===== src/rtl/uart_tx.sv =====
// uart_tx: 8N1 UART transmitter (LSB first, idle high) fed through a one-entry holding register.
// Define UART_TX_PARITY_EN to insert an even-parity bit between the data bits and the stop bit.
module uart_tx #(
    parameter int unsigned CLK_TICKSPER_BIT = 87
) (
    input  logic       i_clk,
    input  logic       i_rst,
    input  logic       i_tx_dv,
    input  logic [7:0] i_tx_byte,
    output logic       o_tx_ready,
    output logic       o_tx_active,
    output logic       o_tx_serial,
    output logic       o_tx_done
);

    localparam int unsigned TW = (CLK_TICKSPER_BIT > 1) ? $clog2(CLK_TICKSPER_BIT) : 1;
    localparam logic [TW-1:0] TICK_LAST = TW'(CLK_TICKSPER_BIT - 1);

`ifdef UART_TX_PARITY_EN
    typedef enum logic [2:0] {
        IDLE   = 3'd0,
        START  = 3'd1,
        DATA   = 3'd2,
        STOP   = 3'd3,
        PARITY = 3'd4
    } state_t;
`else
    typedef enum logic [2:0] {
        IDLE  = 3'd0,
        START = 3'd1,
        DATA  = 3'd2,
        STOP  = 3'd3
    } state_t;
`endif

    state_t          state, state_d;
    logic [TW-1:0]   cnt, cnt_d;
    logic [2:0]      idx, idx_d;
    logic [7:0]      shift, shift_d;
    logic            hold_valid, hold_valid_d;
    logic [7:0]      hold_byte, hold_byte_d;
    logic            ready_d, active_d, serial_d, done_d;
    logic            bit_end, take;

    // Next-state, holding register and registered-output values
    always_comb begin
        state_d      = state;
        cnt_d        = cnt;
        idx_d        = idx;
        shift_d      = shift;
        hold_valid_d = hold_valid;
        hold_byte_d  = hold_byte;
        take         = 1'b0;
        done_d       = 1'b0;
        serial_d     = 1'b1;
        bit_end      = (cnt == TICK_LAST);

        case (state)
            IDLE: begin
                cnt_d = '0;
                idx_d = '0;
                if (hold_valid) begin
                    take    = 1'b1;
                    shift_d = hold_byte;
                    state_d = START;
                end
            end
            START: begin
                if (bit_end) begin
                    cnt_d   = '0;
                    idx_d   = '0;
                    state_d = DATA;
                end else begin
                    cnt_d = cnt + TW'(1);
                end
            end
            DATA: begin
                if (bit_end) begin
                    cnt_d = '0;
                    idx_d = idx + 3'd1;
                    if (idx == 3'd7) begin
`ifdef UART_TX_PARITY_EN
                        state_d = PARITY;
`else
                        state_d = STOP;
`endif
                    end
                end else begin
                    cnt_d = cnt + TW'(1);
                end
            end
`ifdef UART_TX_PARITY_EN
            PARITY: begin
                if (bit_end) begin
                    cnt_d   = '0;
                    state_d = STOP;
                end else begin
                    cnt_d = cnt + TW'(1);
                end
            end
`endif
            STOP: begin
                if (bit_end) begin
                    cnt_d  = '0;
                    idx_d  = '0;
                    done_d = 1'b1;
                    if (hold_valid) begin
                        take    = 1'b1;
                        shift_d = hold_byte;
                        state_d = START;
                    end else begin
                        state_d = IDLE;
                    end
                end else begin
                    cnt_d = cnt + TW'(1);
                end
            end
            default: begin
                state_d = IDLE;
                cnt_d   = '0;
                idx_d   = '0;
            end
        endcase

        case (state_d)
            START:   serial_d = 1'b0;
            DATA:    serial_d = shift_d[idx_d];
`ifdef UART_TX_PARITY_EN
            PARITY:  serial_d = ^shift_d;
`endif
            default: serial_d = 1'b1;
        endcase

        if (take) begin
            hold_valid_d = 1'b0;
        end
        if (i_tx_dv && o_tx_ready) begin
            hold_valid_d = 1'b1;
            hold_byte_d  = i_tx_byte;
        end

        // Ready stays low one extra cycle after a take so a byte can never land on a full register
        ready_d  = !(hold_valid_d || hold_valid);
        active_d = (state_d != IDLE);
    end

    always_ff @(posedge i_clk) begin
        if (i_rst) begin
            state       <= IDLE;
            cnt         <= '0;
            idx         <= '0;
            shift       <= '0;
            hold_valid  <= 1'b0;
            hold_byte   <= '0;
            o_tx_ready  <= 1'b1;
            o_tx_active <= 1'b0;
            o_tx_serial <= 1'b1;
            o_tx_done   <= 1'b0;
        end else begin
            state       <= state_d;
            cnt         <= cnt_d;
            idx         <= idx_d;
            shift       <= shift_d;
            hold_valid  <= hold_valid_d;
            hold_byte   <= hold_byte_d;
            o_tx_ready  <= ready_d;
            o_tx_active <= active_d;
            o_tx_serial <= serial_d;
            o_tx_done   <= done_d;
        end
    end

endmodule


===== config.mk =====
export PLATFORM = sky130hd
export DESIGN_NAME = uart_tx
export DESIGN_NICKNAME = d
export VERILOG_FILES = /design/src/rtl/uart_tx.sv
export SDC_FILE = /design/constraint.sdc
export NUM_CORES = 1
export LEC_CHECK = 0
export CAP_MARGIN = 10
export CORE_UTILIZATION = 60
export DETAILED_ROUTE_END_ITERATION = 16
export PLACE_DENSITY = 0.84
export REMOVE_ABC_BUFFERS = 1
export SKIP_LAST_GASP = 1
export SLEW_MARGIN = 25
export SYNTH_ARGS = -nofsm -noshare
export SYNTH_HDL_FRONTEND = slang
export SYNTH_SLANG_ARGS = --single-unit

===== constraint.sdc =====
create_clock -name i_clk -period 5.65 [get_ports i_clk]
set_input_delay 0.8475 -clock i_clk [delete_from_list [all_inputs] [get_ports i_clk]]
set_output_delay 0.8475 -clock i_clk [all_outputs]
set_load 0.05 [all_outputs]

==> reports/metrics.yaml, run 1 <==
post_cts_buffers: 0
async_flop_share_pct: 0
synth-main-ff-cell: "dfxtp_1"
hold_viol: 0
via_per_inst: 6.24
gp_congestion: 0.954
finalMaxSlewViolations: 0
hp-class: "flop to flop"
p_per_area_mw_per_mm2: 228
fin_crit_ps: 2990
drt_wl_total_um: 3670
p_total_mw: 0.438
cts-resized-gates: 0
path_max_fanout: 12
post-synth-top-area-cell: "dfxtp_1"
whs_path_depth: 2
clkTransAtPathRegs_ps: 110
synth_top_family_by_area: "simple AND/OR/NAND/NOR gates"
holdCritStartpoint: "shift[5]"
worstMarginPinSlew_ps: 700
placed_area_mm2: 0.00186
cts.sinks: 34
yosys.area_share.simple_pct: 28.1
syn2layout_area_growth_pct: 10.7
fin_util_pct: 69.6
ir_worst_vdd_mv: 0.234
setup-violations-final: 0
detailedPlace.worstSlack_ps: 2680
rrSetupSlack_ps: 2660
cp-start-kind: "flop"
avgSynthCellArea_um2: 8.38
status: "finished clean"
synth_compound_area_share_pct: 19.6
fin_setup_tns_ps: 0
min_to: "shift[5]"
nNetsFinal: 232
ios: 15
dieArea_mm2: 0.00311
rsz0062_at_grt: "false"
clock_latency_ps: 350
synth_mux_area_share_pct: 2.31
period_share_pct: 53.0
cts-htree-levels: 2
numPortBuffers: 14
grt_pass1_wl_um: 6160
synth.top_cell.area_share_pct: 39.2
r2r-end: "o_tx_serial"
drtIter0Drc: 94
synth_warnings: 0
avgRoutedWirePerCell_um: 14.8
worstPathArrival_ps: 3230
drive_gt1_share_pct: 7.83
diodes: 0
cts_tree: "built"
core-area_mm2: 0.00276
maxCapViolCount: 0
remaining_drc_errors: 0
fp.dieW_um: 55.8
overflow: 0
clock-skew-final_ps: 9.71
worst_slack_ps: 2660
place_hpwl_um: 2580
dr_total_vias: 1547
syn_area_mm2: 0.00174
synth_fa_ha_area_share_pct: 3.60
fmax_ghz: 0.334
synth-edff-count: 0
ff2ff_path_depth: 12
ant_nets: 0
cts_root_buffer: "clkbuf_4"
startpoint: "cnt[0]"
grt_max_degree: 20
design_area_mm2: 0.00192
worst_ep_required_time_ps: 5890
numCtsBuffers: 5
track_usage_pct: 25.9
slew_headroom_pct: 53.3
yosysSeqAreaShare_pct: 39.2
ys_ff_latch: 34
worst-setup-path-type: "flop to flop"
std_cell_rows: 19
antenna_found_initial: 0
cts_buffer_depth: 2
grt_pass1_vias: 1396
holdBufCountCts: 0
netlist_top_cells_area: "dfxtp_1 39%, nand2_1 7.6%, a21oi_1 6.6%"
r2r_start: "cnt[0]"
worstSetupEndpointType: "flop"
syn_inst: 207
synth_xor_area_share_pct: 2.52
ys_types: 58
cellLeakagePower_nw: 0.669
start_util_pct: 62.9
die_y_um: 55.8
first_pass_iters: 4
layout by cell type (no fill, tap or decap), types with 3 or more instances in the layout:
cell type        Yosys  layout
nand2_1             35      35
dfxtp_1             34      34
a21oi_1             23      23
clkdlybuf4s50_1      0      14
nor2_1              13      13
nand3_1             10      10
ha_1                 5       5
clkbuf_4             0       5
mux2i_1              4       4
xnor2_1              3       3
nor2b_1              3       3
a31oi_1              3       3
o21a_1               3       3
o21ai_0              3       3
nor4_1               3       3
registers in the layout, summed over array words and instances, names as in the netlist:
| name | cells |
|---|---|
| o_tx_ready | 1 |
| cnt | 7 |
| o_tx_done | 1 |
| o_tx_serial | 1 |
| hold_valid | 1 |
| idx | 3 |
| o_tx_active | 1 |
| state | 3 |
| shift | 8 |
| hold_byte | 8 |
synth_stat cells, types with 3 or more instances:
master and count:
nand2_1 35, dfxtp_1 34, a21oi_1 23, nor2_1 13, nand3_1 10, clkbuf_1 9, ha_1 5, mux2i_1 4
a31oi_1 3, nor2b_1 3, nor4_1 3, o21a_1 3, o21ai_0 3, xnor2_1 3
cells by family (layout without fill, tap and decap cells):
| family | count (synthesis) | count (layout) |
|---|---|---|
| muxes | 4 | 4 |
| xor gates and xnor gates | 5 | 5 |
| adders and majority gates | 5 | 5 |
| buffers and inverters | 16 | 26 |
| and+or+nand+nor | 91 | 91 |
| AOI/OAI and AO/OA | 51 | 51 |
| other | 1 | 1 |
| DFF | 34 | 34 |
metrics by stage:
stage,std cells,hold slack [ps]
global route,248,488
global placement,240,438
detailed placement,240,448
finish,248,466
floorplan,194,425
CTS,248,465
power by group:
part	internal, mW	switching (mW)
clock network	0.0597	0.0856
logic	0.0171	0.0214
registers	0.246	0.00778
total	0.323	0.115
how the worst max path moves through the flow:
stage | end | slack (ps)
6_report | o_tx_serial | 2660
5_1_grt | o_tx_serial | 2350
4_1_cts | o_tx_serial | 2680
3_5_place_dp | o_tx_serial | 2680
3_3_place_gp | o_tx_serial | 2820
2_1_floorplan | o_tx_serial | 2970
metal layers:
| metal | part of all wire (%) | global-route usage [%] | routed length [um] | vias to the layer above |
|---|---|---|---|---|
| met5 | 0 | 0 | 0 | - |
| met4 | 2.1 | 13.2 | 76 | 0 |
| met3 | 7.3 | 6.51 | 267 | 7 |
| met2 | 45 | 39.6 | 1660 | 63 |
| met1 | 45 | 33.7 | 1660 | 720 |
| li1 | - | - | - | 757 |
layout make-up:
cell class / instances / area, um^2
timing repair buffer: 15 / 148
clock inverter: 2 / 12.5
multi-input combinational: 157 / 978
clock buffer: 6 / 51.3
tap: 31 / 38.8
fill: 234 / 837
sequential: 34 / 681
inverter: 3 / 11.3
worst max-delay path: stages, from the launching register on:
cell and delay [ps]:
dfxtp_1 350, inv_1 60, ha_1 160, nand4b_2 330, nor2_4 250, inv_2 70
ha_1 320, nor4b_4 290, nor2_2 150, a2111oi_0 430, o32ai_1 140, a211oi_1 240
nor4_1 90
Power figures use the tool's default switching activity.
==> run 2, diff against run 1 <==
Settings changed: CORE_UTILIZATION 60 to 51, PLACE_DENSITY 0.84 to 0.77.
Clock period 5.65 ns to 2.6 ns, I/O delays scaled along.
==> reports/metrics.yaml, run 2 (synthesis gave the netlist of run 1 again) <==
start_util_pct: 55.5  # -7.5 points
clock_latency_ps: 330  # -20 ps
cts-htree-levels: 2  # unchanged
cp-start-kind: "flop"
avgRoutedWirePerCell_um: 14.7  # -0.44%
finalMaxSlewViolations: 0  # unchanged
place_hpwl_um: 2880  # +12%
fin_setup_tns_ps: 0  # unchanged
p_per_area_mw_per_mm2: 446  # +96%
cts_buffer_depth: 2  # unchanged
fillers: 274  # +17%
largestRegisters: "hold_byte x8, shift x8, cnt x7"
std_cell_rows: 20  # +1
via_per_inst: 5.79  # -7.1%
hp-class: "flop to flop"
cellLeakagePower_nw: 0.757  # +13%
slowest_delay_ps: 330  # -100 ps
crit_path_frequent_cell: "ha_4"
crit_family: "simple AND/OR/NAND/NOR gates"
period_share_pct: 97.5  # +45 points
worst_slack_ps: 65.6  # -2590 ps
cpMaxStageDelayCell: "dfxtp_2"
grt_max_degree: 19  # -5.0%
remaining_drc_errors: 0  # unchanged
fin_crit_ps: 2530  # -457 ps
fp.dieW_um: 60.3  # +8.2%
worstSetupEndpointType: "flop"
worstMarginPinSlew_ps: 506  # -194 ps
clkTransAtPathRegs_ps: 100  # about the same
nNetsFinal: 246  # +6.0%
dieArea_mm2: 0.00364  # +17%
syn2layout_area_growth_pct: 19.9
layout_common_cells: "35 x nand2_1, 32 x dfxtp_1, 23 x a21oi_1"
ir_worst_vdd_mv: 0.307  # +31%
worstPathArrival_ps: 2770  # -460 ps
gp_congestion: 0.893  # -6.4%
overflow: 0  # unchanged
maxCapViolCount: 0  # unchanged
crit_chain: "inv_2 -> ha_4 -> nand4b_4 -> nor2_4 -> inv_4 -> ha_4 -> nor4b_4 -> or2_4 -> a22oi_1 -> o32ai_1 -> a211oi_1 -> nor4_1"
setup-violations-final: 0  # unchanged
numPortBuffers: 14  # unchanged
regArea_um2: 683  # +0.37%
hold_viol: 0  # unchanged
grt_pass1_vias: 1417  # +1.5%
cts_root_buffer: "clkbuf_4"
grt_pass1_wl_um: 6620  # +7.4%
drt_wl_total_um: 4020  # +9.6%
multiInputGateArea_mm2: 0.00102  # +4.3%
dr_total_vias: 1582  # +2.3%
status: "finished clean"
fmax_ghz: 0.395  # +18%
cts_tree: "built"
fin_util_pct: 66.5  # -3.1 points
first_pass_iters: 5  # +1
track_usage_pct: 24.6  # -1.2 points
path_max_fanout: 5  # -7
die_y_um: 60.3  # +8.2%
holdBufCountCts: 0  # unchanged
final_common_cell: "nand2_1"
cp_num_buf_inv: 2  # unchanged
numCtsBuffers: 5  # unchanged
worst_ep_required_time_ps: 2830  # -3060 ps
diodes: 0  # unchanged
drtIter0Drc: 131  # +39%
core-area_mm2: 0.00313  # +13%
cts.sinks: 34  # unchanged
detailedPlace.worstSlack_ps: -12.3  # -2690 ps
clock-skew-final_ps: 11.2  # +1.46 ps
ios: 15  # unchanged
slew_headroom_pct: 66.2  # +13 points
drive_gt1_share_pct: 15.7  # +7.9 points
antenna_found_initial: 0  # unchanged
ant_nets: 0  # unchanged
worst-setup-path-type: "flop to flop"
## run 2: through the flow
| step | hold slack (ps) | power [mW] | cell area [um^2] | cells |
|---|---|---|---|---|
| floorplan | 425 | 0.608 | 1670 | 194 |
| global placement | 449 | 0.647 | 1950 | 263 |
| detailed placement | 447 | 0.650 | 1950 | 263 |
| CTS | 461 | 0.937 | 2000 | 269 |
| global route | 484 | 0.972 | 2080 | 273 |
| finish | 459 | 0.928 | 2080 | 273 |
## run 2: per-layer routing
layer,track usage (%),share of wire [%],vias up
li1,-,-,781
met1,34.9,47,735
met2,36.7,47,62
met3,6.40,6.2,4
met4,6.98,0.70,0
met5,0,0,-
## run 2: what timing repair did
action	in CTS	in global routing
gates resized for setup	1	11
endpoints found under the hold margin	0	0
endpoints found under the setup margin	1	1
setup buffers	0	4
gates cloned	0	0
pin swaps	0	7
## run 2: report_power, final
part           internal, mW  switching, mW
Combinational        0.0392         0.0506
Sequential            0.535         0.0151
Clock                 0.122          0.166
## run 2: cell type report
type | count | share of cell area, %
Tap cell | 44 | 2.65
Inverter | 3 | 0.661
Timing Repair Buffer | 29 | 12.3
Multi-Input combinational cell | 157 | 49.1
Sequential cell | 34 | 32.8
Clock buffer | 6 | 2.47
## run 2: worst paths after layout
kind                  from           to  slack, ps  depth (start not counted)
setup / recovery    cnt[0]  o_tx_serial         70                         12
hold / removal    shift[4]     shift[4]        460                          2
setup reg to reg    cnt[0]  o_tx_serial         70                         12
hold reg to reg   shift[4]     shift[4]        460                          2
## run 2: tightest hold or removal path, cell delays in order (launching register included)
cell     delay (ps)
dfxtp_1         320
nand2_1          50
a21oi_1          50
